==> config.mk <==
export PLATFORM = sky130hd
export DESIGN_NAME = rvfi_retire_tracker
export DESIGN_NICKNAME = d
export VERILOG_FILES = /design/src/rtl/rvfi_retire_tracker.sv
export SDC_FILE = /design/constraint.sdc
export NUM_CORES = 1
export LEC_CHECK = 0
export CORE_UTILIZATION = 50
export CTS_BUF_LIST = sky130_fd_sc_hd__clkbuf_16
export CTS_CLUSTER_DIAMETER = 60
export DETAILED_ROUTE_END_ITERATION = 10
export PLACE_DENSITY = 0.8
export SLEW_MARGIN = 10
export SYNTH_ARGS = -nofsm -noshare
export SYNTH_HDL_FRONTEND = slang
export SYNTH_SLANG_ARGS = --single-unit
export TNS_END_PERCENT = 10
==> constraint.sdc <==
create_clock -name clock -period 2.5 [get_ports clock]
set_input_delay 0.625 -clock clock [delete_from_list [all_inputs] [get_ports clock]]
set_output_delay 0.625 -clock clock [all_outputs]
set_load 0.005 [all_outputs]
==> src/rtl/rvfi_retire_tracker.sv <==
// Single-retire RVFI tracker: pairs each issued instruction with its commit and
// emits one registered RVFI retirement per commit, with order, trap and interrupt tagging.
module rvfi_retire_tracker #(
  parameter int XLEN = 32,
  parameter int ILEN = 32
) (
  input  logic            clock,
  input  logic            reset_n,
  input  logic            issue_valid,
  input  logic [XLEN-1:0] issue_pc,
  input  logic [ILEN-1:0] issue_insn,
  output logic            issue_ready,
  input  logic            commit_valid,
  input  logic [XLEN-1:0] commit_next_pc,
  input  logic            commit_trap,
  input  logic            commit_halt,
  input  logic            irq_entry,
  output logic            rvfi_valid,
  output logic [63:0]     rvfi_order,
  output logic [ILEN-1:0] rvfi_insn,
  output logic            rvfi_trap,
  output logic            rvfi_halt,
  output logic            rvfi_intr,
  output logic [1:0]      rvfi_mode,
  output logic [1:0]      rvfi_ixl,
  output logic [XLEN-1:0] rvfi_pc_rdata,
  output logic [XLEN-1:0] rvfi_pc_wdata,
  output logic            protocol_err
);

  localparam logic [1:0] IDLE   = 2'd0;
  localparam logic [1:0] PEND   = 2'd1;
  localparam logic [1:0] HALTED = 2'd2;

  logic [1:0]      state_reg, state_next;
  logic [XLEN-1:0] pc_reg;
  logic [ILEN-1:0] insn_reg;
  logic [63:0]     order_next_reg;
  logic            redirect_reg;
  logic            commit_fire;
  logic            issue_take;

  assign commit_fire = (state_reg == PEND) && commit_valid;
  assign issue_take  = issue_valid && issue_ready;

  assign rvfi_mode = 2'd3;
  assign rvfi_ixl  = (XLEN == 64) ? 2'd2 : 2'd1;

  // Back-to-back issue is allowed in the same cycle the pending instruction retires.
  always_comb begin
    issue_ready = 1'b0;
    case (state_reg)
      IDLE:    issue_ready = 1'b1;
      PEND:    issue_ready = commit_valid && !commit_halt;
      default: issue_ready = 1'b0;
    endcase
  end

  always_comb begin
    state_next = state_reg;
    case (state_reg)
      IDLE: if (issue_valid) state_next = PEND;
      PEND: begin
        if (commit_valid) begin
          if (commit_halt)     state_next = HALTED;
          else if (issue_take) state_next = PEND;
          else                 state_next = IDLE;
        end
      end
      default: state_next = state_reg;
    endcase
  end

  always_ff @(posedge clock or negedge reset_n) begin
    if (!reset_n) begin
      state_reg      <= IDLE;
      pc_reg         <= '0;
      insn_reg       <= '0;
      order_next_reg <= '0;
      redirect_reg   <= 1'b0;
      protocol_err   <= 1'b0;
      rvfi_valid     <= 1'b0;
      rvfi_order     <= '0;
      rvfi_insn      <= '0;
      rvfi_trap      <= 1'b0;
      rvfi_halt      <= 1'b0;
      rvfi_intr      <= 1'b0;
      rvfi_pc_rdata  <= '0;
      rvfi_pc_wdata  <= '0;
    end else begin
      state_reg  <= state_next;
      rvfi_valid <= commit_fire;
      if (issue_take) begin
        pc_reg   <= issue_pc;
        insn_reg <= issue_insn;
      end
      if (commit_fire) begin
        rvfi_order     <= order_next_reg;
        rvfi_insn      <= insn_reg;
        rvfi_pc_rdata  <= pc_reg;
        rvfi_pc_wdata  <= commit_next_pc;
        rvfi_trap      <= commit_trap;
        rvfi_halt      <= commit_halt;
        rvfi_intr      <= redirect_reg;
        order_next_reg <= order_next_reg + 64'd1;
      end
      // The retirement consumes the redirect flag; a coincident irq tags the following one.
      if (state_reg != HALTED) begin
        if (commit_fire)    redirect_reg <= commit_trap || irq_entry;
        else if (irq_entry) redirect_reg <= 1'b1;
      end
      if (commit_valid && (state_reg != PEND)) protocol_err <= 1'b1;
    end
  end

endmodule

==> flow_summary.json, run 1 <==
{
  "yosysWarnings": 0,
  "antenna_found_initial": 2,
  "vias": 8841,
  "die_width_um": 155,
  "ys_seq_elements": 296,
  "finalWirelength_um": 28000,
  "netlist_area_sq_um": 11600,
  "end_kind": "flop",
  "gr-usage-all-layers_pct": 23.9,
  "cts.clk_slew.worst_paths_ns": 0.06,
  "hold_viol_final": 0,
  "synth_top_area_share_pct": 63.7,
  "reg2reg_from": "order_next_reg[43]",
  "portBuffers": 268,
  "die_h_um": 155,
  "finalClockSkew_ns": 0.0140,
  "async_flop_share_pct": 100,
  "cts_htree_levels": 1,
  "synth.avg_cell_area_sq_um": 10.4,
  "syn_inst": 1119,
  "r2r_setup_slack_ns": 0.14,
  "final_nets": 1511,
  "cp_data_arrival_time_ns": 2.83,
  "hold_path_class": "in2async",
  "synth_edf_count": 0,
  "worst_pin_slew_ns": 0.568,
  "die_area_sq_um": 23900,
  "crit_fanout": 6,
  "fillers": 1621,
  "min_period_ns": 2.36,
  "ir_drop_v": 0.000727,
  "timing.rr.end": "order_next_reg[58]",
  "drtIter0Drc": 559,
  "placed_area_sq_um": 14900,
  "startpoint_type": "flop",
  "start_util_pct": 51.2,
  "synth_area_leaders": "dfrtp_1 (64%), nand2_1 (16%), mux2_2 (6.2%), xnor2_1 (2.5%), xor2_1 (2.3%)",
  "antenna_left": 0,
  "hpwl_um": 19100,
  "max_stage_delay_ns": 0.67,
  "pre_cts_ws_ns": -0.212,
  "power_density_nw_per_um2": 1010,
  "slew_headroom_pct": 62.1,
  "post_drt_wl_per_cell_um": 16.3,
  "clock-sinks": 296,
  "route.detailed.drc": 0,
  "slowest_stage": "or4_1",
  "path_cells": "nand2_1, or4_1, or4_4, nor4_2, xnor2_1",
  "rsz0062_at_grt": "false",
  "cts-root-buf": "clkbuf_16",
  "worstPathRequired_ns": 2.97,
  "numCtsBuffers": 31,
  "tns_ns": 0,
  "place.gp.congestion": 0.844,
  "synth.yosys.seq_area_share_pct": 63.7,
  "coreArea_sq_um": 22700,
  "r2r_cells": 5,
  "grt_pass1_wl_um": 45900,
  "avgViaCountPerCell": 5.15,
  "cap_viol_max_count": 0,
  "grt-ovfl-total": 0,
  "area.sequential_sq_um": 7410,
  "synth_cell_type_count": 40,
  "multi_input_area_sq_um": 3980,
  "cts_tree": "yes",
  "grt_max_degree": 71,
  "setup_viol": 0,
  "worstSetupPathType": "reg2reg",
  "ioPinCount": 273,
  "worst_slack_ns": 0.142,
  "grt_pass1_vias": 9028,
  "slew_viol_final": 0,
  "clock.fmax_mhz": 424,
  "fin_area_sq_um": 16000,
  "path_buf_inv": 0,
  "dr.pass1.iters": 5,
  "status": "complete, no violations",
  "yosysTopAreaCell": "dfrtp_1",
  "p_leak_nw": 7.68,
  "synth.most_common_cell": "nand2_1",
  "cts_setup_buffers": 0,
  "drive_gt1_share_pct": 11.1,
  "area_delta_synth_final_pct": 37.4,
  "whs_ns": 0.0370,
  "rows": 55,
  "cp_top_family": "simple AND/OR/NAND/NOR gates",
  "clk_latency_ns": 0.55,
  "synth_flop_cell": "dfrtp_1",
  "fin_crit_sh_pct": 94.3,
  "ys_top_cells_by_count": "nand2_1 (494), dfrtp_1 (296), mux2_2 (64), clkbuf_1 (41), xnor2_1 (33)",
  "cts_buffer_depth": 3
}
[worst max path at each step]
| stage | startpoint | endpoint | cells past startpoint |
|---|---|---|---|
| 2_1_floorplan | commit_halt | insn_reg[13] | 6 |
| 3_3_place_gp | commit_valid | issue_ready | 4 |
| 3_5_place_dp | commit_valid | order_next_reg[50] | 8 |
| 4_1_cts | order_next_reg[43] | order_next_reg[58] | 5 |
| 5_1_grt | order_next_reg[43] | order_next_reg[58] | 5 |
| 6_report | order_next_reg[43] | order_next_reg[58] | 5 |
[placed cells by master, fill, tap and decap left out, types with 2 or more instances in the layout]
master and n:
a21o_1 3, a21oi_1 3, and3_1 3, and4_1 2, buf_12 12, buf_4 24, bufinv_16 7, clkbuf_16 31
clkdlybuf4s50_1 265, clkinv_1 6, clkinv_2 5, clkinvlp_4 2, conb_1 4, dfrtp_1 296, diode_2 2, dlygate4sd2_1 2
inv_1 16, mux2_2 64, nand2_1 494, nand2b_1 2, nand3_1 20, nand4_1 20, nor2_1 22, nor3_1 14
nor4_1 14, nor4_2 2, o21ai_0 12, or4_1 3, xnor2_1 33, xor2_1 30
[routing by layer]
metal | track usage, % | wire [um]
met5 | 0 | 0
met4 | 9.71 | 1100
met3 | 6.14 | 2120
met2 | 38.7 | 13200
met1 | 31.0 | 11600
[what timing repair did]
item,in CTS,in global routing
gates resized for setup,2,0
endpoints found under the hold margin,0,0
endpoints found under the setup margin,1,0
hold buffers,0,0
[worst register-to-register path, stage by stage (launching register included)]
cell     delay (ns)
dfrtp_1        0.40
nand2_1        0.16
or4_1          0.67
or4_4          0.63
nor4_2         0.27
xnor2_1        0.15
[power breakdown]
part | total [mW] | internal [mW] | switching [mW]
clock network | 4.82 | 2.97 | 1.85
registers | 7.04 | 6.24 | 0.804
logic | 4.30 | 2.55 | 1.75
[logic make-up (layout without fill, tap and decap cells)]
group	count (synthesis)	after routing	share of synthesized area [%]
flops	296	296	63.7
compound gates	19	19	0.925
buf+inv	64	374	2.21
mux	64	64	6.20
simple gates	610	610	22.1
xor+xnor	63	63	4.74
fa+ha+maj	1	1	0.108
other cells	2	6	0.0646
[final cells by class]
class / count / share of cell area [%]
antenna: 2 / 0.0313
clock buffer: 31 / 4.85
sequential: 296 / 46.3
timing repair buffer: 304 / 19.4
clock inverter: 26 / 1.91
multi-input combinational: 761 / 24.9
tap: 285 / 2.23
inverter: 13 / 0.321
[stage by stage]
stage / power [mW] / util, % / std cells
2_1_floorplan: 8.78 / - / 1121
4_1_cts: 16.3 / 70.4 / 1716
6_report: 16.2 / 70.4 / 1718
5_1_grt: 17.0 / 70.4 / 1718
3_5_place_dp: 11.5 / 65.6 / 1659
3_3_place_gp: 11.3 / 65.6 / 1659
Note: power is estimated with default switching activity, not from simulation.
==> run 2: changes to the inputs <==
Settings changed: CORE_MARGIN set to 2, SLEW_MARGIN 10 to not set.
==> run 2 against run 1 <==
Compared with the run above: flip-flop and latch count unchanged; setup slack improved by 0.062 ns; first-iteration DRC count decreased by 7.2%; sequential power increased by 0.7%; final cell count about the same; clock skew decreased by 0.0044 ns; total power decreased by 3.9%; count of clock-buffer cells in the layout unchanged; core utilization decreased by 0.92 points; critical path depth decreased by 1; die area increased by 2.6%; via count decreased by 0.45%; largest cell class unchanged; largest power group unchanged.
==> flow_summary.json, run 2 (same netlist as run 1, synthesis figures left out) <==
{
  "hold_path_class": "in2async",
  "p_leak_nw": 7.62,
  "finalClockSkew_ns": 0.00955,
  "gr-usage-all-layers_pct": 23.6,
  "fillers": 1652,
  "hold_viol_final": 0,
  "die_area_sq_um": 24500,
  "cts_buffer_depth": 3,
  "worst_slack_ns": 0.204,
  "ir_drop_v": 0.000643,
  "diodes": 0,
  "rsz0062_at_grt": "false",
  "drive_gt1_share_pct": 11.0,
  "crit_fanout": 2,
  "setup_viol": 0,
  "worst_pin_slew_ns": 0.818,
  "post_drt_wl_per_cell_um": 16.9,
  "whs_ns": 0.0188,
  "final_nets": 1512,
  "cts_htree_levels": 1,
  "slew_viol_final": 0,
  "tns_ns": 0,
  "route.detailed.drc": 0,
  "cap_viol_max_count": 0,
  "layout_common_cells": "nand2_1 (494), dfrtp_1 (296), clkdlybuf4s50_1 (265)",
  "power_density_nw_per_um2": 984,
  "clock-sinks": 296,
  "ioPinCount": 273,
  "area_delta_synth_final_pct": 35.6,
  "clk_latency_ns": 0.54,
  "die_h_um": 157,
  "finalWirelength_um": 28900,
  "hpwl_um": 19900,
  "antenna_left": 0,
  "postCtsHoldBufs": 0,
  "rows": 55,
  "antenna_found_initial": 0,
  "grt_pass1_wl_um": 46300,
  "cts_tree": "yes",
  "grt-ovfl-total": 0,
  "worstSetupPathType": "in2out",
  "clock.fmax_mhz": 435,
  "coreArea_sq_um": 22700,
  "drtIter0Drc": 519,
  "worstPathRequired_ns": 1.88,
  "end_kind": "primary output",
  "status": "complete, no violations",
  "dr.pass1.iters": 7,
  "slew_headroom_pct": 45.5,
  "min_period_ns": 2.30,
  "vias": 8801,
  "startpoint_type": "input port",
  "final_common_cell": "nand2_1",
  "avgViaCountPerCell": 5.13,
  "fin_area_sq_um": 15800,
  "start_util_pct": 51.2,
  "fin_crit_sh_pct": 91.9,
  "grt_max_degree": 82,
  "cts.clk_slew.worst_paths_ns": 0.06,
  "cts-root-buf": "clkbuf_16",
  "die_width_um": 157,
  "placedCellCount": 1661,
  "pre_cts_ws_ns": -0.279,
  "portBuffers": 268,
  "numCtsBuffers": 30,
  "placed_area_sq_um": 14900,
  "stdcell_count": 1717,
  "cp_data_arrival_time_ns": 1.67,
  "place.gp.congestion": 0.847,
  "grt_pass1_vias": 8915
}
run 2: changes by cell type in the layout (fill, tap and decap cells not counted):
cell and delta:
clkinv_2 +5, diode_2 -2, bufinv_16 -6, buf_4 +6, buf_12 -4, inv_6 -1
a21oi_1 -1, a21oi_2 +1, inv_1 +3, clkinvlp_4 -2, clkinv_4 -1, clkinv_1 +1
run 2: final cells by class:
type | count | area, sq um | share of cell area (%)
flip-flops and latches | 296 | 7410 | 47.0
multi-input cells | 761 | 3980 | 25.2
repair buffers | 306 | 3070 | 19.5
clock buffers | 31 | 776 | 4.92
well taps | 285 | 357 | 2.26
clock inverters | 25 | 133 | 0.841
inverters | 13 | 51.3 | 0.325
run 2: worst max-delay path, cell delays in order:
cell	delay [ns]
clkdlybuf4s50_1	0.44
nand2b_1	0.18
a21oi_2	0.18
dlygate4sd2_1	0.25
run 2: final timing paths:
check,from,endpoint,slack (ns),cells after the start
min in group clock,pc_reg[17],rvfi_pc_rdata[17],0.46,2
setup reg to reg,order_next_reg[40],order_next_reg[62],0.22,5
hold reg to reg,pc_reg[17],rvfi_pc_rdata[17],0.46,2
hold / removal,reset_n,rvfi_order[56],0.02,1
setup / recovery,commit_halt,issue_ready,0.20,4
max in group asynchronous,reset_n,rvfi_pc_wdata[18],1.70,3
run 2: power breakdown:
| group | total (mW) | internal, mW | switching [mW] |
|---|---|---|---|
| sequential | 7.09 | 6.24 | 0.855 |
| combinational | 4.29 | 2.53 | 1.76 |
| clock | 4.14 | 2.33 | 1.81 |
run 2: repair_timing:
action,4_1_cts,5_1_grt
endpoints found under the setup margin,1,0
setup buffers,0,0
resized for setup,3,0
hold endpoints to repair,0,0
run 2: routing by layer:
layer  global-route usage (%)  routed length, um  up-vias
li1                         -                  -     4157
met1                     31.9              12300     4270
met2                     37.9              13700      318
met3                     5.82               2230       56
met4                     7.25                753        0
met5                        0                  0        -
run 2: metrics by stage:
stage                     power, mW  util [%]
after global routing           16.5      69.5
after global placement         11.3      65.4
final                          15.5      69.5
after detailed placement       11.5      65.4
after floorplan                8.78         -
after CTS                      15.7      69.5
==> run 3: changes to the inputs <==
Settings changed: CAP_MARGIN set to 20, MAX_ROUTING_LAYER set to met4.
==> run 3 against run 2 <==
Compared with the run above: sequential share of layout area unchanged; global-route usage up 0.68 points; worst hold slack better by 0.0049 ns; die area unchanged; design area unchanged; first-iteration DRC count up 1.3%; flip-flop and latch count unchanged; sequential power about the same; setup slack worse by 0.0053 ns; count of clock-buffer cells in the layout unchanged; critical path depth unchanged.
==> flow_summary.json, run 3 (same netlist as run 1, synthesis figures left out) <==
{
  "tns_ns": 0,
  "antenna_left": 0,
  "post_drt_wl_per_cell_um": 16.9,
  "fin_area_sq_um": 15800,
  "avgViaCountPerCell": 5.16,
  "hold_viol_final": 0,
  "crit_fanout": 2,
  "cts_tree": "yes",
  "portBuffers": 268,
  "area_delta_synth_final_pct": 35.6,
  "path_cells": "clkdlybuf4s50_1, nand2b_1, a21oi_2, dlygate4sd2_1",
  "rsz0062_at_grt": "false",
  "grt_pass1_wl_um": 46200,
  "slew_viol_final": 0,
  "clock-sinks": 296,
  "p_leak_nw": 7.62,
  "grt_max_degree": 82,
  "status": "complete, no violations",
  "cts_htree_levels": 1,
  "place.gp.congestion": 0.860,
  "layout_common_cells": "nand2_1 (494), dfrtp_1 (296), clkdlybuf4s50_1 (265)",
  "drtIter0Drc": 526,
  "cts.clk_slew.worst_paths_ns": 0.06,
  "fin_crit_sh_pct": 92.1,
  "worst_pin_slew_ns": 0.819,
  "die_area_sq_um": 24500,
  "critPathLaunch": "commit_halt",
  "cts_setup_buffers": 0,
  "grt-ovfl-total": 0,
  "numCtsBuffers": 30,
  "ioPinCount": 273,
  "finalWirelength_um": 29000,
  "cts-root-buf": "clkbuf_16",
  "placed_area_sq_um": 14900,
  "utilization_pct": 69.5,
  "setup_viol": 0,
  "diodes": 0,
  "reg2reg_from": "order_next_reg[40]",
  "hpwl_um": 19900,
  "stdcell_count": 1717,
  "finalClockSkew_ns": 0.00861,
  "dr.pass1.iters": 5,
  "postCtsHoldBufs": 0,
  "worst_slack_ns": 0.198,
  "start_util_pct": 51.2,
  "max_stage_delay_ns": 0.44,
  "worstPathRequired_ns": 1.88,
  "r2r_cells": 5,
  "antenna_found_initial": 0,
  "cts_buffer_depth": 3,
  "drive_gt1_share_pct": 11.0,
  "gr-usage-all-layers_pct": 24.3,
  "startpoint_type": "input port",
  "vias": 8856,
  "report.power.total_mw": 15.5,
  "postCtsResizedCells": 3,
  "hold_path_class": "in2async",
  "ir_drop_v": 0.000644,
  "cap_viol_max_count": 0,
  "placedCellCount": 1661,
  "die_h_um": 157,
  "slowest_stage": "clkdlybuf4s50_1",
  "power_density_nw_per_um2": 984,
  "route.detailed.drc": 0,
  "die_width_um": 157,
  "final_nets": 1512,
  "min_period_ns": 2.30,
  "clock.fmax_mhz": 434,
  "worstSetupPathType": "in2out",
  "slew_headroom_pct": 45.4,
  "end_kind": "primary output",
  "coreArea_sq_um": 22700,
  "grt_pass1_vias": 8907,
  "whs_ns": 0.0237,
  "final_common_cell": "nand2_1",
  "pre_cts_ws_ns": -0.279,
  "cp_data_arrival_time_ns": 1.68,
  "clk_latency_ns": 0.54,
  "rows": 55
}
==> run 3: cell counts in the layout (fill, tap and decap cells not counted) <==
Identical to the previous run, type by type.
==> run 3: worst paths after layout <==
path / end / slack [ns]
worst max-delay path: issue_ready / 0.20
min in group clock: rvfi_pc_rdata[17] / 0.46
worst min-delay path: rvfi_order[56] / 0.02
max in group asynchronous: rvfi_pc_wdata[18] / 1.70
worst max register to register: order_next_reg[58] / 0.21
worst min register to register: rvfi_pc_rdata[17] / 0.46
==> run 3: cell type report <==
| class | instances | area, sq um |
|---|---|---|
| clock buffer | 31 | 776 |
| clock inverter | 25 | 133 |
| fill | 1652 | 6940 |
| inverter | 13 | 51.3 |
| multi-input combinational | 761 | 3980 |
| sequential | 296 | 7410 |
| tap | 285 | 357 |
| timing repair buffer | 306 | 3070 |
==> run 3: power breakdown <==
part           switching [mW]  total, mW  internal (mW)
clock                    1.80       4.13           2.33
combinational            1.76       4.29           2.53
sequential              0.856       7.09           6.24
==> run 3: critical path, delay by kind of cell <==
kind            cells  cell delay, ns
buf+inv             2            0.69
compound gates      1            0.18
simple gates        1            0.17
==> run 3: per-layer routing <==
metal	vias up	track usage [%]	part of all wire (%)
met5	-	-	0
met4	0	7.25	2.7
li1	4149	-	-
met2	346	38.0	48
met3	60	5.37	7.4
met1	4301	32.1	42
